==> config.mk <==
export PLATFORM = sky130hd
export DESIGN_NAME = pnr_histogram_flat
export DESIGN_NICKNAME = d
export VERILOG_FILES = /design/src/rtl/pnr_pkg.sv /design/src/rtl/pnr_histogram_if.sv /design/src/rtl/pnr_sat_counter.sv /design/src/rtl/pnr_histogram.sv /design/src/flat_wrapper.sv
export SDC_FILE = /design/constraint.sdc
export NUM_CORES = 1
export LEC_CHECK = 0
export CORE_MARGIN = 3
export CORE_UTILIZATION = 45
export DETAILED_ROUTE_END_ITERATION = 8
export GPL_TIMING_DRIVEN = 0
export SETUP_SLACK_MARGIN = 0.4
export SLEW_MARGIN = 5
export SYNTH_ARGS = -nofsm -noshare
export SYNTH_HDL_FRONTEND = slang
export SYNTH_HIERARCHICAL = 1
export SYNTH_SLANG_ARGS = --single-unit
==> constraint.sdc <==
create_clock -name ADC_CLK -period 7.9 [get_ports ADC_CLK]
set_input_delay 1.185 -clock ADC_CLK [delete_from_list [all_inputs] [get_ports ADC_CLK]]
set_output_delay 1.185 -clock ADC_CLK [all_outputs]
set_load 0.02 [all_outputs]
==> src/rtl/pnr_pkg.sv <==
// Shared types and read-map constants for the photon-number histogram.
package pnr_pkg;

    typedef enum logic [1:0] {
        ST_IDLE,
        ST_CLEAR,
        ST_RUN,
        ST_DONE
    } state_e;

    localparam logic [3:0] ADDR_TOTAL   = 4'd8;
    localparam logic [3:0] ADDR_INVALID = 4'd9;

endpackage

==> src/rtl/pnr_histogram_if.sv <==
// Register-read bus between a host and the histogram.
interface pnr_histogram_if #(
    parameter int CNT_W = 32
);
    logic [3:0]       rd_addr_i;
    logic             rd_req_i;
    logic [CNT_W-1:0] rd_data_o;
    logic             rd_ack_o;

    modport master (
        output rd_addr_i, rd_req_i,
        input  rd_data_o, rd_ack_o
    );

    modport slave (
        input  rd_addr_i, rd_req_i,
        output rd_data_o, rd_ack_o
    );
endinterface

==> src/rtl/pnr_sat_counter.sv <==
// Saturating up-counter with synchronous clear.
module pnr_sat_counter #(
    parameter int CNT_W = 32
) (
    input  logic             clk_i,
    input  logic             rstn_i,
    input  logic             clr_i,
    input  logic             inc_i,
    output logic [CNT_W-1:0] cnt_o
);
    logic [CNT_W-1:0] cnt_q;

    always_ff @(posedge clk_i or negedge rstn_i) begin
        if (!rstn_i) begin
            cnt_q <= '0;
        end else if (clr_i) begin
            cnt_q <= '0;
        end else if (inc_i && (cnt_q != '1)) begin
            cnt_q <= cnt_q + CNT_W'(1);
        end
    end

    assign cnt_o = cnt_q;
endmodule

==> src/rtl/pnr_histogram.sv <==
// Photon-number histogram: per-bin, total and invalid event counters.
module pnr_histogram
    import pnr_pkg::*;
#(
    parameter int CNT_W = 32,
    parameter int NBINS = 8
) (
    input  logic              ADC_CLK,
    input  logic              rstn_i,
    input  logic [NBINS-1:0]  pnr_onehot_i,
    input  logic              hist_start_i,
    input  logic              hist_clear_i,
    input  logic [CNT_W-1:0]  hist_target_i,
    pnr_histogram_if.slave    rd,
    output logic              hist_busy_o,
    output logic              hist_done_o
);
    state_e           state_q;
    logic             or_q;
    logic [CNT_W-1:0] target_q;
    logic             busy_q;
    logic             done_q;
    logic             ack_q;
    logic [CNT_W-1:0] data_q;
    logic [CNT_W-1:0] rd_mux_d;

    logic [CNT_W-1:0] bin_cnt [NBINS];
    logic [CNT_W-1:0] total_cnt;
    logic [CNT_W-1:0] inval_cnt;

    logic evt;
    logic onehot;
    logic inc_ok;
    logic inc_bad;
    logic hit;

    assign evt     = (|pnr_onehot_i) & ~or_q & (state_q == ST_RUN);
    assign onehot  = ((pnr_onehot_i & (pnr_onehot_i - NBINS'(1))) == '0);
    assign inc_ok  = evt & onehot;
    assign inc_bad = evt & ~onehot;

    // Only a valid event that actually moves the total can reach the target.
    assign hit = inc_ok && (target_q != '0) && (total_cnt != '1)
              && ((total_cnt + CNT_W'(1)) == target_q);

    for (genvar k = 0; k < NBINS; k++) begin : g_bin
        pnr_sat_counter #(.CNT_W(CNT_W)) u_bin (
            .clk_i  (ADC_CLK),
            .rstn_i (rstn_i),
            .clr_i  (hist_clear_i),
            .inc_i  (inc_ok & pnr_onehot_i[k]),
            .cnt_o  (bin_cnt[k])
        );
    end

    pnr_sat_counter #(.CNT_W(CNT_W)) u_total (
        .clk_i  (ADC_CLK),
        .rstn_i (rstn_i),
        .clr_i  (hist_clear_i),
        .inc_i  (inc_ok),
        .cnt_o  (total_cnt)
    );

    pnr_sat_counter #(.CNT_W(CNT_W)) u_inval (
        .clk_i  (ADC_CLK),
        .rstn_i (rstn_i),
        .clr_i  (hist_clear_i),
        .inc_i  (inc_bad),
        .cnt_o  (inval_cnt)
    );

    always_ff @(posedge ADC_CLK or negedge rstn_i) begin
        if (!rstn_i) begin
            state_q  <= ST_IDLE;
            target_q <= '0;
            busy_q   <= 1'b0;
            done_q   <= 1'b0;
        end else if (hist_clear_i) begin
            state_q <= ST_CLEAR;
            busy_q  <= 1'b0;
            done_q  <= 1'b0;
        end else begin
            unique case (state_q)
                ST_IDLE, ST_DONE: begin
                    if (hist_start_i) begin
                        state_q  <= ST_RUN;
                        target_q <= hist_target_i;
                        busy_q   <= 1'b1;
                        done_q   <= 1'b0;
                    end
                end
                ST_CLEAR: begin
                    state_q <= ST_IDLE;
                end
                ST_RUN: begin
                    if (hit) begin
                        state_q <= ST_DONE;
                        busy_q  <= 1'b0;
                        done_q  <= 1'b1;
                    end
                end
                default: state_q <= ST_IDLE;
            endcase
        end
    end

    always_comb begin
        rd_mux_d = '0;
        if (rd.rd_addr_i == ADDR_TOTAL) begin
            rd_mux_d = total_cnt;
        end else if (rd.rd_addr_i == ADDR_INVALID) begin
            rd_mux_d = inval_cnt;
        end else begin
            for (int k = 0; k < NBINS; k++) begin
                if (rd.rd_addr_i == 4'(k)) rd_mux_d = bin_cnt[k];
            end
        end
    end

    always_ff @(posedge ADC_CLK or negedge rstn_i) begin
        if (!rstn_i) begin
            or_q   <= 1'b0;
            ack_q  <= 1'b0;
            data_q <= '0;
        end else begin
            or_q  <= |pnr_onehot_i;
            ack_q <= rd.rd_req_i;
            if (rd.rd_req_i) data_q <= rd_mux_d;
        end
    end

    assign rd.rd_ack_o  = ack_q;
    assign rd.rd_data_o = data_q;
    assign hist_busy_o  = busy_q;
    assign hist_done_o  = done_q;
endmodule

==> src/flat_wrapper.sv <==
// flat-port wrapper written by rule: the top's interface ports become plain ports
module pnr_histogram_flat import pnr_pkg::*;
#(
    parameter int CNT_W = 32,
    parameter int NBINS = 8
)
  (ADC_CLK, rstn_i, pnr_onehot_i, hist_start_i, hist_clear_i, hist_target_i, hist_busy_o, hist_done_o, rd_rd_addr_i, rd_rd_req_i, rd_rd_data_o, rd_rd_ack_o);
  pnr_histogram_if #(.CNT_W(CNT_W)) rd_i ();
  input  logic ADC_CLK;
  input  logic rstn_i;
  input  logic [NBINS-1:0] pnr_onehot_i;
  input  logic hist_start_i;
  input  logic hist_clear_i;
  input  logic [CNT_W-1:0] hist_target_i;
  output logic hist_busy_o;
  output logic hist_done_o;
  input wire logic [$bits(rd_i.rd_addr_i)-1:0] rd_rd_addr_i;
  input wire logic [$bits(rd_i.rd_req_i)-1:0] rd_rd_req_i;
  output wire logic [$bits(rd_i.rd_data_o)-1:0] rd_rd_data_o;
  output wire logic [$bits(rd_i.rd_ack_o)-1:0] rd_rd_ack_o;
  assign rd_i.rd_addr_i = rd_rd_addr_i;
  assign rd_i.rd_req_i = rd_rd_req_i;
  assign rd_rd_data_o = rd_i.rd_data_o;
  assign rd_rd_ack_o = rd_i.rd_ack_o;
  pnr_histogram #(.CNT_W(CNT_W), .NBINS(NBINS)) u_core (.ADC_CLK(ADC_CLK), .rstn_i(rstn_i), .pnr_onehot_i(pnr_onehot_i), .hist_start_i(hist_start_i), .hist_clear_i(hist_clear_i), .hist_target_i(hist_target_i), .rd(rd_i), .hist_busy_o(hist_busy_o), .hist_done_o(hist_done_o));
endmodule
==> results.ini <==
[outcome]
status=finished clean

[layout]
drive_gt1_share_pct=11.6
nets=2898
area_delta_synth_final_pct=14.1
diodes=0

[power_and_ir_drop]
p_total_mw=5.07
p_per_area_nw_per_um2=182
vdd_drop_max_mv=0.188
p_leak_nw=10.7

[logic_synthesis]
synthCells=2697
ys_seq_elements=390
syn_area_um2=24400
syn_avg_cell_area_um2=9.06
synth_edf_count=0
synthFlopType=dfrtp_1
yosysWarnings=6
yosysUniqueCellTypes=73
syn_nets=2759
seq_area_frac_synth_pct=40.0
async_flop_share_pct=100

[timing]
period_share_pct=61.9
max_slew.worst_pin.slew_ns=1.29
fin_setup_tns_ns=0
fin_skew_ns=0.0360
relSlewSlack_pct=13.1
rsz0062_at_grt=false
slew_violations=0
setup_viol=0
finalHoldViolCount=0
max_freq_mhz=205
period_needed_ns=4.89
fin_ws_ns=3.01

[clocking]
clock_sinks=390
cts.htree.levels=2
cts_buffers=48
clock_latency_ns=0.61
postCtsSetupRepairBufs=0
cts_resized=0
cts_hold_buf=0
clk_path_buf_depth=3
clk_pin_slew_ns=0.05
cts-root-buf=clkbuf_16
cts_tree=built

[floorplan]
dieArea_um2=57100
io_pins=84
initial_core_util_pct=46.0
die_w_um=239
placeableCoreArea_um2=53100
die_h_um=239
rows=84

[critical_path]
crit_fanout=12
startpoint=pnr_onehot_i[3]
r2r_start=u_core/state_q[0]
critical_path_class=in -> reg
reg2regPathDepth=11
r2r_slack_ns=4.42
crit_arrival_ns=5.39
start_kind=input pin
worstPathRequired_ns=8.40
end_kind=register

[global_routing]
grt_pass1_wl_um=127000
grt_max_degree=102
antenna_found_initial=0
gr-total-overflow=0
grt_usage_pct=28.7
first_global_vias=21000

[place]
hpwl_um=62300
gp_congestion=1.01
portBuffers=83
pre_cts_ws_ns=2.46

[route]
vias=22300
first_pass_iters=7
ant_nets=0
drt-initial-drc-count=2235
via_per_inst=6.28
drc_errors=0
routed_wirelength_um=82700
routedWlPerCell_um=23.2

[job]
cap_violations=0

[min_path]
min_path_type=in -> async

[critical path, cell delays in order]
cell and delay, ns:
clkdlybuf4s50_1 0.51, or4_1 0.60, a2111oi_0 0.40, o32ai_1 0.20, nor2_1 0.50, and2_1 0.51
and3_1 0.32, nand4_1 0.13, a21o_1 0.16, buf_2 0.18, nor4_1 0.33, mux2_2 0.37
[worst paths after layout]
path	to
setup / recovery	u_core/g_bin[6].u_bin/cnt_o[31]
hold reg to reg	u_core/rd.rd_data_o[18]
setup reg to reg	u_core/g_bin[6].u_bin/cnt_o[31]
max in group asynchronous	u_core/g_bin[7].u_bin/cnt_o[10]
hold / removal	u_core/g_bin[0].u_bin/cnt_o[22]
min in group ADC_CLK	u_core/rd.rd_data_o[18]
[flip-flops by register name, summed over array words and instances, names as in the netlist, 2 cells and up]
register	flops
u_core/state_q	2
u_core/rd.rd_data_o	32
u_core/target_q	32
u_core/u_inval/cnt_o	32
u_core/u_total/cnt_o	32
u_core/g_bin.u_bin/cnt_o	256
[power breakdown]
group          internal (mW)  switching (mW)
clock                   1.36           0.908
combinational          0.268           0.300
sequential              2.10           0.125
total                   3.73            1.33
[stage by stage]
step | cells | hold slack, ns | cell area [µm²] | util (%)
final | 3557 | 0.531 | 27900 | 52.5
after floorplan | 2697 | 0.519 | 24400 | -
after CTS | 3557 | 0.525 | 27900 | 52.5
after global placement | 3468 | 0.518 | 26100 | 49.2
after detailed placement | 3474 | 0.528 | 26300 | 49.5
after global routing | 3557 | 0.555 | 27900 | 52.5
[final cells by class]
class	instances	area, µm²
Buffer	123	553
Clock buffer	60	1310
Clock inverter	23	298
Fill cell	4804	25200
Inverter	80	300
Multi-Input combinational cell	2104	13800
Sequential cell	390	9760
Tap cell	688	861
Timing Repair Buffer	89	968
[cells in the mapped netlist, drive strengths merged (10+ instances only)]
cell | instances | area share, %
dfrtp | 390 | 40
nor2 | 307 | 4.7
nand2 | 202 | 3.1
nand3 | 160 | 3.5
xnor2 | 130 | 4.7
a21oi | 127 | 2.6
nand4 | 103 | 2.9
mux2 | 92 | 4.4
nor4 | 89 | 3.4
o21ai | 89 | 1.8
and3 | 84 | 2.4
inv | 80 | 1.2
clkbuf | 79 | 1.2
nor2b | 66 | 1.7
or3 | 54 | 1.4
a211oi | 52 | 1.6
a22oi | 52 | 1.6
nor3 | 51 | 1.0
a31oi | 47 | 1.8
buf | 44 | 1.1
xor2 | 40 | 1.4
and2 | 39 | 1.0
or4 | 33 | 1.0
a221oi | 32 | 1.1
a21o | 31 | 0.96
o31ai | 31 | 0.95
nand2b | 26 | 0.67
a31o | 20 | 0.72
a41oi | 14 | 0.50
and4 | 14 | 0.51
ha | 13 | 0.67
mux2i | 13 | 0.53
nand3b | 12 | 0.37
and4bb | 10 | 0.51
nand4b | 10 | 0.36
o211a | 10 | 0.41
[per-layer routing]
metal	GRT usage [%]	part of all wire [%]
met1	42.2	45
met3	4.21	7.8
met2	42.6	43
met4	11.1	4.0
met5	0	0
[cell families (layout without fill, tap and decap cells)]
kind of cell	Yosys count	in the layout	synth area share, %
mux	110	110	5.39
buf+inv	203	375	3.49
compound gates	536	536	15.4
xor+xnor	170	170	6.10
simple gates	1273	1273	28.9
flops	390	390	40.0
fa+ha+maj	15	15	0.748
[cell usage in the layout, fill, tap and decap left out, types with 13 or more instances in the layout]
master	count
a211oi_1	50
a21o_1	30
a21oi_1	127
a221oi_1	32
a22oi_1	51
a31o_2	20
a31oi_1	37
a41oi_1	14
and2_1	39
and3_1	74
and4_1	13
buf_2	23
clkbuf_1	85
clkbuf_16	48
clkdlybuf4s50_1	81
clkinv_2	13
dfrtp_1	390
ha_1	13
inv_1	80
mux2_2	82
mux2i_1	13
nand2_1	202
nand2b_1	26
nand3_1	150
nand4_1	92
nor2_1	307
nor2b_1	66
nor3_1	51
nor4_1	58
nor4_2	21
o21ai_0	89
o31ai_1	31
or3_1	54
or4_1	33
xnor2_1	130
xor2_1	40
Note: power is estimated with default switching activity, not from simulation.
